==> config.mk <==
export PLATFORM = sky130hd
export DESIGN_NAME = player_collision_manager
export DESIGN_NICKNAME = d
export VERILOG_FILES = /design/src/rtl/player_collision_manager.sv
export SDC_FILE = /design/constraint.sdc
export NUM_CORES = 1
export LEC_CHECK = 0
export CORE_UTILIZATION = 47
export CTS_CLUSTER_SIZE = 40
export DETAILED_ROUTE_END_ITERATION = 6
export HOLD_SLACK_MARGIN = 0.12
export PLACE_DENSITY = 0.75
export RECOVER_POWER = 25
export SETUP_SLACK_MARGIN = 0.1
export SLEW_MARGIN = 20
export SYNTH_ARGS = -nofsm -noshare
export SYNTH_HDL_FRONTEND = slang
export SYNTH_SLANG_ARGS = --single-unit
==> constraint.sdc <==
create_clock -name clk -period 4.46 [get_ports clk]
set_clock_uncertainty 0.2 [all_clocks]
set_input_delay 0.892 -clock clk [delete_from_list [all_inputs] [get_ports clk]]
set_output_delay 0.892 -clock clk [all_outputs]
set_load 0.01 [all_outputs]
==> src/rtl/player_collision_manager.sv <==
// player_collision_manager: player vs meteor overlap test, game-state FSM,
// lives/score tracking and meteor-controller run enable.
//
// Ports:
//   clk, reset            clock, synchronous active-high reset
//   start                 one-cycle start/restart request
//   player_x, player_y    player box top-left corner
//   meteor_x, meteor_y    per-meteor box top-left corners (6 entries)
//   meteor_active         per-meteor valid flags
//   meteor_passed         pulse: a meteor left the bottom of the screen
//   game_enable           run enable to the meteor controller
//   deactivate_meteors    one-cycle kill pulse per hit meteor
//   lives, score          remaining lives, saturating dodge count
//   game_over, invuln     high while in GAME_OVER / INVULN
//
// Optional feature: define EXTRA_LIFE_EN to award a life every 50 points.
module player_collision_manager #(
   parameter int PLAYER_W      = 32,
   parameter int PLAYER_H      = 16,
   parameter int METEOR_SIZE   = 30,
   parameter int START_LIVES   = 3,
   parameter int INVULN_CYCLES = 60
) (
   input  logic       clk,
   input  logic       reset,
   input  logic       start,
   input  logic [9:0] player_x,
   input  logic [8:0] player_y,
   input  logic [9:0] meteor_x [5:0],
   input  logic [8:0] meteor_y [5:0],
   input  logic [5:0] meteor_active,
   input  logic       meteor_passed,
   output logic       game_enable,
   output logic [5:0] deactivate_meteors,
   output logic [1:0] lives,
   output logic [13:0] score,
   output logic       game_over,
   output logic       invuln
);

   typedef enum logic [1:0] {
      IDLE,
      PLAYING,
      INVULN,
      GAME_OVER
   } state_t;

   localparam int CW =
      (INVULN_CYCLES > 1) ? $clog2(INVULN_CYCLES) : 1;
   localparam logic [CW-1:0] CNT_LOAD = CW'(INVULN_CYCLES - 1);
   localparam logic [10:0] PW = 11'(PLAYER_W);
   localparam logic [10:0] PH = 11'(PLAYER_H);
   localparam logic [10:0] MS = 11'(METEOR_SIZE);
   localparam logic [1:0] LIVES0 = 2'(START_LIVES);
   localparam logic [13:0] SCORE_MAX = 14'h3FFF;

   state_t        state;
   logic [CW-1:0] cnt;
   logic [5:0]    hit;
   logic          any_hit;
   logic          running;
   logic          score_inc;
   logic [13:0]   score_nxt;
   logic          bonus;

   // 11-bit sums so the far edges never wrap.
   always_comb begin
      hit = '0;
      for (int i = 0; i < 6; i++) begin
         hit[i] = meteor_active[i]
            & ({1'b0, meteor_x[i]} < {1'b0, player_x} + PW)
            & ({1'b0, player_x} < {1'b0, meteor_x[i]} + MS)
            & ({2'b0, meteor_y[i]} < {2'b0, player_y} + PH)
            & ({2'b0, player_y} < {2'b0, meteor_y[i]} + MS);
      end
   end

   assign any_hit   = |hit;
   assign running   = (state == PLAYING) || (state == INVULN);
   assign score_nxt = score + 14'd1;
   assign score_inc = running && meteor_passed
                      && (score != SCORE_MAX);

`ifdef EXTRA_LIFE_EN
   assign bonus = score_inc && (lives != 2'd3)
                  && ((score_nxt % 14'd50) == 14'd0);
`else
   assign bonus = 1'b0;
`endif

   always_ff @(posedge clk) begin
      if (reset) begin
         state              <= IDLE;
         cnt                <= '0;
         game_enable        <= 1'b0;
         deactivate_meteors <= '0;
         lives              <= LIVES0;
         score              <= '0;
         game_over          <= 1'b0;
         invuln             <= 1'b0;
      end else begin
         deactivate_meteors <= '0;
         if (score_inc)
            score <= score_nxt;
         unique case (state)
            IDLE, GAME_OVER: begin
               if (start) begin
                  state       <= PLAYING;
                  lives       <= LIVES0;
                  score       <= '0;
                  game_enable <= 1'b1;
                  game_over   <= 1'b0;
               end
            end
            PLAYING: begin
               if (any_hit) begin
                  deactivate_meteors <= hit;
                  // A bonus life cancels the loss, even a fatal one.
                  if (!bonus && lives == 2'd1) begin
                     state       <= GAME_OVER;
                     lives       <= 2'd0;
                     game_enable <= 1'b0;
                     game_over   <= 1'b1;
                  end else begin
                     if (!bonus)
                        lives <= lives - 2'd1;
                     state  <= INVULN;
                     invuln <= 1'b1;
                     cnt    <= CNT_LOAD;
                  end
               end else if (bonus) begin
                  lives <= lives + 2'd1;
               end
            end
            INVULN: begin
               if (bonus)
                  lives <= lives + 2'd1;
               if (cnt == '0) begin
                  state  <= PLAYING;
                  invuln <= 1'b0;
               end else begin
                  cnt <= cnt - 1'b1;
               end
            end
            default: begin
               state       <= IDLE;
               game_enable <= 1'b0;
               game_over   <= 1'b0;
               invuln      <= 1'b0;
            end
         endcase
      end
   end

endmodule

[Yosys cells after proc, flatten, opt, wreduce, memory -nomap -nowiden]
Index checks and enable logic that the tools add are counted.
Operators by class
  order comparisons: 24
  muxes and demuxes: 28
  $add $sub $neg: 17
  equal/unequal tests: 11
  reduce and logical (&&, ||, !) cells: 15
  bitwise logic cells: 27
Operators by type and width (number)
  10-bit by 11-bit < comparator with 1-bit output: 12
  9-bit by 5-bit adder with 10-bit output, second input constant: 7
  9-bit by 10-bit < comparator with 1-bit output: 7
  10-bit by 5-bit adder with 11-bit output, second input constant: 6
  9-bit by 11-bit < comparator with 1-bit output: 5
  14-bit two-way mux: 3
  1-bit bitwise AND: 24
  6-bit two-way mux: 3
  14-bit by 1-bit adder with 14-bit output, second input constant: 1
  14-bit inequality test, second input constant: 1
  2-bit two-way mux: 6
  6-bit case mux with 2 select lines: 1
  4-bit AND reduction: 3
  10-bit by 6-bit adder with 11-bit output, second input constant: 1
  1-bit two-way mux: 10
  2-bit inequality test, second input constant: 4
  6-bit zero test: 1
  1-bit case mux with 2 select lines: 3
  2-bit case mux with 3 select lines: 1
  3-bit AND reduction: 2
  6-bit OR reduction: 1
  6-bit by 1-bit subtractor with 6-bit output, second input constant: 1
  2-bit by 1-bit == test with 1-bit output, second input constant: 2
  2-bit == test, second input constant: 2
  10 further kinds: 15
Storage, ports and cells
  register bits after elaboration: 33
  word-level logic and storage cells: 130

[Logic depth before layout (Yosys ltp)]
Gate-level depths: netlist of run 1.
  depth after elaboration: 9
  gate-level depth with buffers: 15
  mapped depth without buffers: 15

[Least setup slack after synthesis of run 1]
OpenSTA, ideal clock, no wires.
  kind: input -> register
  start point: input meteor_x[21] in the netlist's numbering
  end point: register invuln
  stages on the path: 14
  slack: 433 ps
  buffers on the path: 0
  arrival: 3710 ps
  setup time: 117 ps
  cells stage by stage: inv_1 -> ha_1 -> nor3b_1 -> nor2_1 -> xnor2_1 -> ha_1 -> or4_1 -> nand4_1 -> nor3_1 -> nor4b_1 -> a311oi_4 -> a31oi_4 -> o211ai_1 -> a32o_1
On the way
  word-level cells in the longest chain between the ends: 8
RTL lines
  start, declared: line 29  | input logic [9:0] meteor_x [5:0],
  10-bit by 5-bit adder with 11-bit output or 10-bit by 11-bit < comparator with 1-bit output (tied branches): line 72, 71
  10-bit by 11-bit < comparator with 1-bit output or 1-bit bitwise AND (tied branches): line 72, 71
  1-bit bitwise AND *: line 72  | & ({1'b0, player_x} < {1'b0, meteor_x[i]} + MS)
  1-bit bitwise AND *: line 73  | & ({2'b0, meteor_y[i]} < {2'b0, player_y} + PH)
  1-bit bitwise AND *: line 74  | & ({2'b0, player_y} < {2'b0, meteor_y[i]} + MS);
  6-bit OR reduction *: line 78  | assign any_hit = |hit;
  2-bit inequality test (no line) *
  4-bit AND reduction (no line) *
  end signal, assigned: line 100  | invuln <= 1'b0;
  end signal, assigned: line 128  | invuln <= 1'b1;
  end signal, assigned: line 140  | invuln <= 1'b0;
  end, declared: line 38  | output logic invuln
Mark *: on every way between the ends. The rest lies on a longest branch, timed or not.
A chain may end at the register's enable or synchronous reset.

[Worst setup path in the final report of run 1]
  start point: input player_x[7]
  end point: register invuln
On the way
  word-level cells in the longest chain between the ends: 9
RTL lines
  start, declared: line 27  | input logic [9:0] player_x,
  10-bit by 6-bit adder with 11-bit output: line 71  | & ({1'b0, meteor_x[i]} < {1'b0, player_x} + PW)
  10-bit by 11-bit < comparator with 1-bit output: line 71
  1-bit bitwise AND: line 71
  1-bit bitwise AND: line 72
  1-bit bitwise AND: line 73
  1-bit bitwise AND: line 74
  6-bit OR reduction *: line 78
  2-bit inequality test (no line) *
  4-bit AND reduction (no line) *
Marked as above.

==> metrics.md, run 1 <==
| Metric | Value |
|---|---|
| Clk pwr share | `0.178` |
| Slew @ Worst Pin | `615 ps` |
| Status | `finished, final reports clean` |
| Grt ovf | `0` |
| Clk sinks | `33` |
| FF-to-FF Start | `state[0]` |
| Final Max Slew Viols | `0` |
| Critical Path AT | `4230 ps` |
| CP delay by family, top | `compound AO/OA/AOI/OAI gates` |
| Synth async-reset ratio | `0` |
| Sequential Power Share | `0.166` |
| Fill count | `1284` |
| Syn nets | `1317` |
| Hold crit path type | `flip-flop to flip-flop` |
| Synth Instances | `950` |
| Req. time, crit path | `4430 ps` |
| Yosys reg bits | `33` |
| Setup-failing EPs final | `0` |
| Wirelength, routed | `25.0 mm` |
| Proportion of layout cells with a drive suffix above 1 | `0.152` |
| Ys flop type | `dfxtp_1` |
| Wire per inst | `17.3 um` |
| Reg clk slew, reported paths | `50 ps` |
| Area of the multi-input gates | `7260 sq um` |
| Fraction of the mapped netlist area in compound gates | `0.224` |
| Pwr Density | `204 nW/um^2` |
| Post-Synth Simple-Gate Area | `0.199` |
| Routability cong. | `0.928` |
| Crit Path Max Fanout | `8` |
| Hold_ws | `290 ps` |
| P_int | `1.30 mW` |
| DRC viols | `0` |
| Commonest non-fill, non-tap cell in the layout | `ha_1` |
| Critical path destination | `invuln` |
| Mean Syn Cell Area | `8.23 sq um` |
| DR pass1 iterations | `5` |
| Starting Density | `0.487` |
| Max Cap Violations | `0` |
| Die Wd | `131 um` |
| CP startpoint kind | `input port` |
| Crit-path cells | `clkdlybuf4s50_1 > nand3_1 > xor2_2 > ha_1 > a21o_1 > a21oi_1 > o22a_1 > o211ai_1 > nor4_2 > buf_4 > a31oi_4 > a31oi_4 > o211ai_1 > a32o_1` |
| Slowest CP cell | `clkdlybuf4s50_1` |
| Post-synthesis adder-cell area fraction | `0.358` |
| Lkg Pwr | `5.02 nW` |
| Mux cell area share after synthesis | `0.00128` |
| Net switching power | `959 uW` |
| CTS Buffer Depth | `2` |
| DRT iter0 DRCs | `406` |
| CP max stage delay | `560 ps` |
| Global-route usage over all layers | `0.284` |
| Post-route clock period utilization | `0.955` |
| Number of synthesized flops with an enable pin | `0` |
| Root Buffer | `clkbuf_16` |
| Worst-Skew Late Latency | `280 ps` |
| Initial antenna violation count | `3` |
| Vias in the first global route | `8139` |
| Unrepaired setup endpoints after global routing | `no` |
| CP Class | `input port to flip-flop` |
| Setup total negative slack | `0 ps` |
| Final Hold Fails | `0` |
| Vias | `8475` |
| HPWL after DPL | `20.4 mm` |
| CP startpoint | `player_x[7]` |
| Min Tclk post-route | `4260 ps` |
| # port buffers | `167` |
| R2R Setup Slk | `1910 ps` |
| I/O Pins | `168` |
| Crit Reg-Reg Endpoint | `score[13]` |
| First-pass GRT wire length | `38.5 mm` |
| Final Total Pwr | `2.26 mW` |
| Layout area overhead | `42.0%` |
| Highest clock rate | `0.235 GHz` |
| Vias per cell | `5.86` |
| Largest net degree at the start of global routing | `16` |
| CTS tree | `yes` |
| Die height | `131 um` |
| Combinational group share of total power | `0.656` |
| XOR/XNOR share of the synthesized area | `0.104` |
| Post-synthesis sequential area ratio | `0.0845` |
| Levels on crit path | `14` |
| Switching fraction of total power | `0.424` |
| Largest family of logic cells by synthesized area | `adder cells` |
| DP Worst Slack | `-457 ps` |
| Number of buffers created by CTS | `5` |
| Register Area | `661 sq um` |
| Worst Setup End Kind | `flip-flop` |
| Cell variety after synth | `80` |
| CP bufs+invs | `2` |
| Core Util, Final | `0.692` |
| Worst r2r path cells | `9` |
| H-tree depth | `2` |
| Antenna Nets Post-Route | `0` |
| Max IR drop VDD | `0.280 mV` |
| Ys Warns | `0` |
| Hold_sp | `invuln` |
| DIE AREA | `17200 sq um` |
| Placeable Area | `16100 sq um` |
| Commonest non-fill, non-tap cells in the layout | `ha_1, clkdlybuf4s50_1, buf_4` |
| Slew HR | `0.589` |
| Cell Rows | `46` |
| Cts hold-fix bufs | `0` |
| Final worst-path setup slack | `203 ps` |
| Post-Syn Area | `7820 sq um` |
| # nets final | `1593` |
## metal layers
layer	part of all wire	wire (um)	global-route usage
met3	0.056	1410	0.0232
met5	0	0	0
met4	0.025	617	0.0872
met1	0.42	10600	0.347
met2	0.50	12400	0.524
## worst min-delay path by stage
stage	endpoint	slack, ps	cells after the start
4_1_cts	cnt[4]	290	2
3_3_place_gp	cnt[4]	270	2
2_1_floorplan	cnt[4]	260	2
3_5_place_dp	cnt[4]	280	2
5_1_grt	cnt[4]	310	2
6_report	invuln	290	1
## timing repair
item                       CTS  global route
setup endpoints to repair   13            13
gates cloned                 0             0
setup buffers                0             9
resized for setup            5            77
pin swaps                    1            17
## per-stage QoR
| stage | cell area, sq um | instances |
|---|---|---|
| 2_1_floorplan | 7820 | 950 |
| 3_3_place_gp | 10500 | 1426 |
| 3_5_place_dp | 10500 | 1426 |
| 4_1_cts | 10700 | 1434 |
| 5_1_grt | 11100 | 1445 |
| 6_report | 11100 | 1446 |
## synth_stat cells, types with 4 or more instances
cell type    n  area, sq um
ha_1       224         2800
nand2_1     72          270
a21oi_1     63          315
nor2_1      59          221
inv_1       50          188
xnor2_1     47          412
xor2_1      46          403
nand3_1     40          200
dfxtp_1     33          661
o21ai_0     26          130
nor3_1      24          120
nand2b_1    19          119
nor2b_1     19          119
o21a_1      14          105
a211oi_1    13         97.6
nand4_1     13         81.3
o211ai_1    12         90.1
nor3b_1     11         82.6
nor4_1      11         68.8
o2111ai_1   11         96.3
o21ai_1     11         55.1
a21o_1      10         75.1
and3_1       8         50.1
a211o_1      7         61.3
a31oi_1      7         43.8
o221ai_1     7         61.3
a2111oi_0    6         52.6
a41oi_1      5         43.8
or4_1        5         37.5
and4_1       4         35.0
o31a_1       4         35.0
## power groups by stage
| stage | registers (mW) | logic (mW) | clock network [mW] |
|---|---|---|---|
| after floorplan | 0.377 | 0.827 | 0 |
| after global placement | 0.377 | 1.33 | 0 |
| after detailed placement | 0.379 | 1.37 | 0 |
| after CTS | 0.374 | 1.38 | 0.404 |
| after global routing | 0.379 | 1.63 | 0.418 |
| final | 0.375 | 1.48 | 0.403 |
## kinds of logic after synthesis
kind of cell             count (synthesis)
AO/OA/AOI/OAI                          239
XOR/XNOR                                93
adder cells (fa/ha/maj)                224
buffers and inverters                   57
flip-flops                              33
multiplexers                             1
AND/OR/NAND/NOR                        303
## final cells by class
| cell class | count | share of cell area |
|---|---|---|
| antenna | 3 | 0.000676 |
| clock buffer | 7 | 0.0128 |
| clock inverter | 1 | 0.00270 |
| inverter | 52 | 0.0179 |
| multi-input combinational | 860 | 0.654 |
| sequential | 33 | 0.0595 |
| tap | 216 | 0.0243 |
| timing repair buffer | 274 | 0.228 |
## worst reg2reg max path, cell delays in order (launching register included)
cell,delay (ps)
dfxtp_1,390
inv_1,60
ha_1,440
nor3b_1,250
buf_4,190
nand4_1,130
nor3_1,390
nand3_1,150
xor2_1,180
nor2_1,50
## state kept, by name, summed over array words and instances (netlist names)
signal / cells
lives: 2
state: 2
invuln: 1
game_over: 1
deactivate_meteors: 6
score: 14
game_enable: 1
cnt: 6
No activity file was read; power rests on OpenSTA's default activity.
==> run 2, diff against run 1 <==
--- a/config.mk
+++ b/config.mk
@@ -8,9 +8,10 @@
 export CORE_UTILIZATION = 47
 export CTS_CLUSTER_SIZE = 40
 export DETAILED_ROUTE_END_ITERATION = 6
+export DONT_BUFFER_PORTS = 1
 export HOLD_SLACK_MARGIN = 0.12
-export PLACE_DENSITY = 0.75
 export RECOVER_POWER = 25
+export REMOVE_ABC_BUFFERS = 1
 export SETUP_SLACK_MARGIN = 0.1
 export SLEW_MARGIN = 20
 export SYNTH_ARGS = -nofsm -noshare
==> run 2 against run 1 <==
Compared with the run above: first-iteration DRC count down 34%; critical path depth up 1; design area down 25%; maximum frequency up 5.5%; routed wire length down 13%; via count down 18%; sequential power up 3%; largest cell class unchanged.
==> metrics.md, run 2 (synthesis results as in run 1) <==
| Metric | Value |
|---|---|
| CTS tree | `yes (unchanged)` |
| Die height | `131 um (unchanged)` |
| Final Max Slew Viols | `0 (unchanged)` |
| Starting Density | `0.487 (unchanged)` |
| Initial antenna violation count | `0 (was 3)` |
| Wirelength, routed | `21.7 mm (was 25.0 mm)` |
| Post-CTS Setup Bufs | `0 (unchanged)` |
| CTS Buffer Depth | `2 (unchanged)` |
| Routability cong. | `0.841 (was 0.928)` |
| Setup-failing EPs final | `0 (unchanged)` |
| CP startpoint kind | `input port (unchanged)` |
| CP max stage delay | `520 ps (was 560 ps)` |
| Hold_sp | `cnt[3] (was invuln)` |
| Crit Path Max Fanout | `8 (unchanged)` |
| Antenna Nets Post-Route | `0 (unchanged)` |
| DRT iter0 DRCs | `268 (was 406)` |
| Clk sinks | `33 (unchanged)` |
| First-pass GRT wire length | `34.2 mm (was 38.5 mm)` |
| Proportion of layout cells with a drive suffix above 1 | `0.0465 (was 0.152)` |
| I/O Pins | `168 (unchanged)` |
| Unrepaired setup endpoints after global routing | `no (unchanged)` |
| Register name with the most flops | `score (unchanged)` |
| Worst Setup End Kind | `flip-flop (unchanged)` |
| DRC viols | `0 (unchanged)` |
| Vias in the first global route | `6664 (was 8139)` |
| R2R Setup Slk | `2040 ps (was 1910 ps)` |
| Crit-path cells | `inv_1 > ha_1 > nor3b_1 > nor2_1 > xnor2_1 > ha_1 > or4_1 > nand4_1 > nor3_1 > nor4b_1 > buf_4 > a311oi_4 > a31oi_4 > o211ai_1 > a32o_1 (was clkdlybuf4s50_1 > nand3_1 > xor2_2 > ha_1 > a21o_1 > a21oi_1 > o22a_1 > o211ai_1 > nor4_2 > buf_4 > a31oi_4 > a31oi_4 > o211ai_1 > a32o_1)` |
| # port buffers | `0 (was 167)` |
| CP Class | `input port to flip-flop (unchanged)` |
| Wire per inst | `18.4 um (was 17.3 um)` |
| DP Worst Slack | `206 ps (was -457 ps)` |
| Commonest non-fill, non-tap cell in the layout | `ha_1 (unchanged)` |
| Grt ovf | `0 (unchanged)` |
| Max Cap Violations | `0 (unchanged)` |
| # nets final | `1334 (was 1593)` |
| Post-route clock period utilization | `0.905 (was 0.955)` |
| Global-route usage over all layers | `0.256 (was 0.284)` |
| Antenna diode count | `0 (was 3)` |
| Design area | `8320 sq um (was 11100 sq um)` |
| CP bufs+invs | `2 (unchanged)` |
| Hold crit path type | `flip-flop to flip-flop (unchanged)` |
| Placed cell area | `8170 sq um (was 10500 sq um)` |
| Cts hold-fix bufs | `0 (unchanged)` |
| Worst-Skew Late Latency | `270 ps (was 280 ps)` |
| H-tree depth | `2 (unchanged)` |
| Reg clk slew, reported paths | `50 ps (about the same)` |
| Core Util, Final | `0.518 (was 0.692)` |
| Setup total negative slack | `0 ps (unchanged)` |
| Slew @ Worst Pin | `531 ps (was 615 ps)` |
| CP startpoint | `meteor_x[21] (was player_x[7])` |
| Die Wd | `131 um (unchanged)` |
| Layout area overhead | `6.37% (was 42.0%)` |
| Slowest CP cell | `or4_1 (was clkdlybuf4s50_1)` |
| Slew HR | `0.641 (was 0.589)` |
| Vias per cell | `5.90 (was 5.86)` |
| FF-to-FF Start | `state[0] (unchanged)` |
| Final Hold Fails | `0 (unchanged)` |
| Critical Path AT | `4000 ps (was 4230 ps)` |
| Lkg Pwr | `3.69 nW (was 5.02 nW)` |
| CP delay by family, top | `simple AND/OR/NAND/NOR gates (was compound AO/OA/AOI/OAI gates)` |
| Post-CTS Resized | `0 (was 5)` |
| Final Total Pwr | `1.79 mW (was 2.26 mW)` |
| Placeable Area | `16100 sq um (unchanged)` |
| Number of buffers created by CTS | `5 (unchanged)` |
| Pwr Density | `215 nW/um^2 (was 204 nW/um^2)` |
| Commonest non-fill, non-tap cells in the layout | `ha_1, nand2_1, a21oi_1 (was ha_1, clkdlybuf4s50_1, buf_4)` |
| Max reg flops | `14 (unchanged)` |
| DIE AREA | `17200 sq um (unchanged)` |
| Final worst-path setup slack | `426 ps (was 203 ps)` |
| Status | `finished, final reports clean (unchanged)` |
| Top Registers | `score (14), cnt (6), deactivate_meteors (6) (unchanged)` |
| Cell Rows | `46 (unchanged)` |
| DR pass1 iterations | `4 (was 5)` |
| Crit-path most repeated cell | `ha_1` |
| Largest net degree at the start of global routing | `17 (was 16)` |
| Req. time, crit path | `4430 ps (about the same)` |
| Root Buffer | `clkbuf_16 (unchanged)` |
| Vias | `6985 (was 8475)` |
| Max IR drop VDD | `0.186 mV (was 0.280 mV)` |
| Highest clock rate | `0.248 GHz (was 0.235 GHz)` |
| Min Tclk post-route | `4030 ps (was 4260 ps)` |
| HPWL after DPL | `18.2 mm (was 20.4 mm)` |
run 2: cell types whose count changed in the layout (fill, tap and decap cells not counted), moves of 6 or more:
cell	before	now
dlygate4sd3_1	14	0
buf_4	104	15
clkdlybuf4s50_1	138	0
dlymetal6s2s_1	15	0
ha_1	215	224
ha_2	6	0
run 2: worst paths after layout:
check | end | cells past startpoint
setup / recovery | invuln | 15
hold / removal | cnt[3] | 2
setup reg to reg | score[13] | 9
hold reg to reg | cnt[3] | 2
run 2: where the power goes:
part	internal, mW	total, mW	switching [mW]
logic	0.474	1.07	0.598
registers	0.339	0.386	0.0469
clock network	0.218	0.332	0.114
total	1.03	1.79	0.758
run 2: layout make-up:
type | instances | area [sq um]
Multi-Input combinational cell | 860 | 6940
Clock buffer | 7 | 143
Inverter | 52 | 195
Fill cell | 1573 | 7740
Timing Repair Buffer | 15 | 113
Tap cell | 216 | 270
Sequential cell | 33 | 661
run 2: through the flow:
stage,instances,hold WS [ps]
5_1_grt,1183,313
2_1_floorplan,945,250
3_5_place_dp,1176,281
4_1_cts,1183,287
6_report,1183,286
3_3_place_gp,1176,277
run 2: metal layers:
metal | vias to the layer above | track usage | wire (um)
li1 | 3638 | - | -
met1 | 3144 | 0.332 | 10100
met2 | 182 | 0.433 | 9730
met3 | 21 | 0.0660 | 1680
met4 | 0 | 0.0379 | 228
met5 | - | 0 | 0
run 2: worst min-delay path, stage by stage, from the launching register on:
cell      delay [ps]
dfxtp_1          320
inv_1             70
a221oi_2          50
==> run 3, diff against run 2 <==
--- a/config.mk
+++ b/config.mk
@@ -5,6 +5,7 @@
 export SDC_FILE = /design/constraint.sdc
 export NUM_CORES = 1
 export LEC_CHECK = 0
+export ABC_CLOCK_PERIOD_IN_PS = 4460
 export CORE_UTILIZATION = 47
 export CTS_CLUSTER_SIZE = 40
 export DETAILED_ROUTE_END_ITERATION = 6
==> results of run 3 <==
The final DEF is identical to that of run 2; final timing and power are the same.
==> edit (config.mk and constraints of run 3) <==
Register the output `score` once more, without a reset; this adds one clock of latency there. The other outputs are not delayed to match.
--- a/src/rtl/player_collision_manager.sv
+++ b/src/rtl/player_collision_manager.sv
@@ -54,6 +54,8 @@
    localparam logic [1:0] LIVES0 = 2'(START_LIVES);
    localparam logic [13:0] SCORE_MAX = 14'h3FFF;
 
+   logic [13:0] score_s0;
+
    state_t        state;
    logic [CW-1:0] cnt;
    logic [5:0]    hit;
@@ -77,9 +79,9 @@
 
    assign any_hit   = |hit;
    assign running   = (state == PLAYING) || (state == INVULN);
-   assign score_nxt = score + 14'd1;
+   assign score_nxt = score_s0 + 14'd1;
    assign score_inc = running && meteor_passed
-                      && (score != SCORE_MAX);
+                      && (score_s0 != SCORE_MAX);
 
 `ifdef EXTRA_LIFE_EN
    assign bonus = score_inc && (lives != 2'd3)
@@ -95,19 +97,19 @@
          game_enable        <= 1'b0;
          deactivate_meteors <= '0;
          lives              <= LIVES0;
-         score              <= '0;
+         score_s0           <= '0;
          game_over          <= 1'b0;
          invuln             <= 1'b0;
       end else begin
          deactivate_meteors <= '0;
          if (score_inc)
-            score <= score_nxt;
+            score_s0 <= score_nxt;
          unique case (state)
             IDLE, GAME_OVER: begin
                if (start) begin
                   state       <= PLAYING;
                   lives       <= LIVES0;
-                  score       <= '0;
+                  score_s0    <= '0;
                   game_enable <= 1'b1;
                   game_over   <= 1'b0;
                end
@@ -152,5 +154,9 @@
       end
    end
 
+   always_ff @(posedge clk) begin
+      score <= score_s0;
+   end
+
 endmodule
 
Behaviour: not the same (Yosys sat finds a counterexample within 4 cycles, from zero or initial values and one cycle with reset high).
==> edit against run 3 <==
Clock power is 28% higher; sequential cell count rose by 14; worst setup slack got worse by 0.19 ns; critical path depth is 2 lower; power is 9.6% higher; wire length down 1.8%; highest routed layer unchanged; synthesized area up 1.4%; cell area increased by 3.3%.
==> edit: results (changes against run 3) <==
yosys:
  syn_area_per_cell_um2: 8.274  # was 8.230 um^2
  synth.area.mux_share_pct: 0.6472  # was 0.1280%
  yosysSeqAreaShare_pct: 11.87  # was 8.449%
  synth_cell_types: 64  # was 80
  yosys-top-cells-count: "224 x ha_1, 73 x a21oi_1, 69 x nor2_1"  # was 224 x ha_1, 72 x nand2_1, 63 x a21oi_1
worst_setup_path:
  r2r_cells: 8  # was 9
  reg2reg_to: "score_s0[9]"  # was score[13]
  path_max_fanout: 4  # was 8
finish:
  clock_buffers: 5  # was 7
  reg_top3: "score x14, score_s0 x14"  # was score x14, cnt x6, deactivate_meteors x6
  nonClockInverterCount: 53  # was 52
  multi_input_area_share_pct: 78.98  # was 83.39%
  nMultiInputCombCells: 852  # was 860
placement:
  dp.cells: 1201  # was 1176
  pre_cts_ws_ns: -0.1838  # was 0.2055 ns
global_route:
  grt_first_pass_wirelength_um: 34720  # was 34160 um
  grt_util_all_layers_pct: 24.65  # was 25.60%
min_path:
  min_from: "score_s0[9]"  # was cnt[3]
timing:
  whs_ns: 0.1751  # was 0.2857 ns
power_and_ir_drop:
  power_per_cell_area_nw_per_um2: 228.3  # was 215.2 nW/um^2
  p_leak_uw: 0.003920  # was 0.003692 uW
outcome:
  status: "finished clean"  # unchanged
floorplan:
  core_area_um2: 16520  # was 16060 um^2
clocking:
  insertion_delay_ns: 0.29  # was 0.27 ns
drt:
  routedWlPerCell_um: 17.66  # was 18.37 um
-- edit: worst max path at each step --
stage,from,to,slack [ns],cells after the start
after CTS,meteor_x[42],state[0],0.10,13
final,meteor_x[42],state[0],0.24,13
after global routing,meteor_x[41],cnt[2],0.11,16
after floorplan,meteor_x[42],state[0],0.05,13
after global placement,meteor_x[42],state[0],-0.15,13
after detailed placement,meteor_x[42],state[0],-0.18,13
-- edit: layer usage --
layer | up-vias | part of all wire, % | global-route usage, %
met1 | 3299 | 44 | 29.96
met2 | 141 | 47 | 43.03
met3 | 27 | 6.6 | 5.959
met5 | - | 0 | 0
met4 | 0 | 2.1 | 6.783
li1 | 3666 | - | -
-- edit: timing repair --
action / in CTS / in global routing
endpoints found under the setup margin: 0 / 8
hold endpoints to repair: 0 / 0
gates resized for setup: 0 / 6
-- edit: power breakdown --
part           leakage (uW)  internal, uW  switching (uW)
clock             0.0000844           267             159
sequential         0.000381           469            45.3
combinational       0.00345           482             539
total               0.00392          1220             743
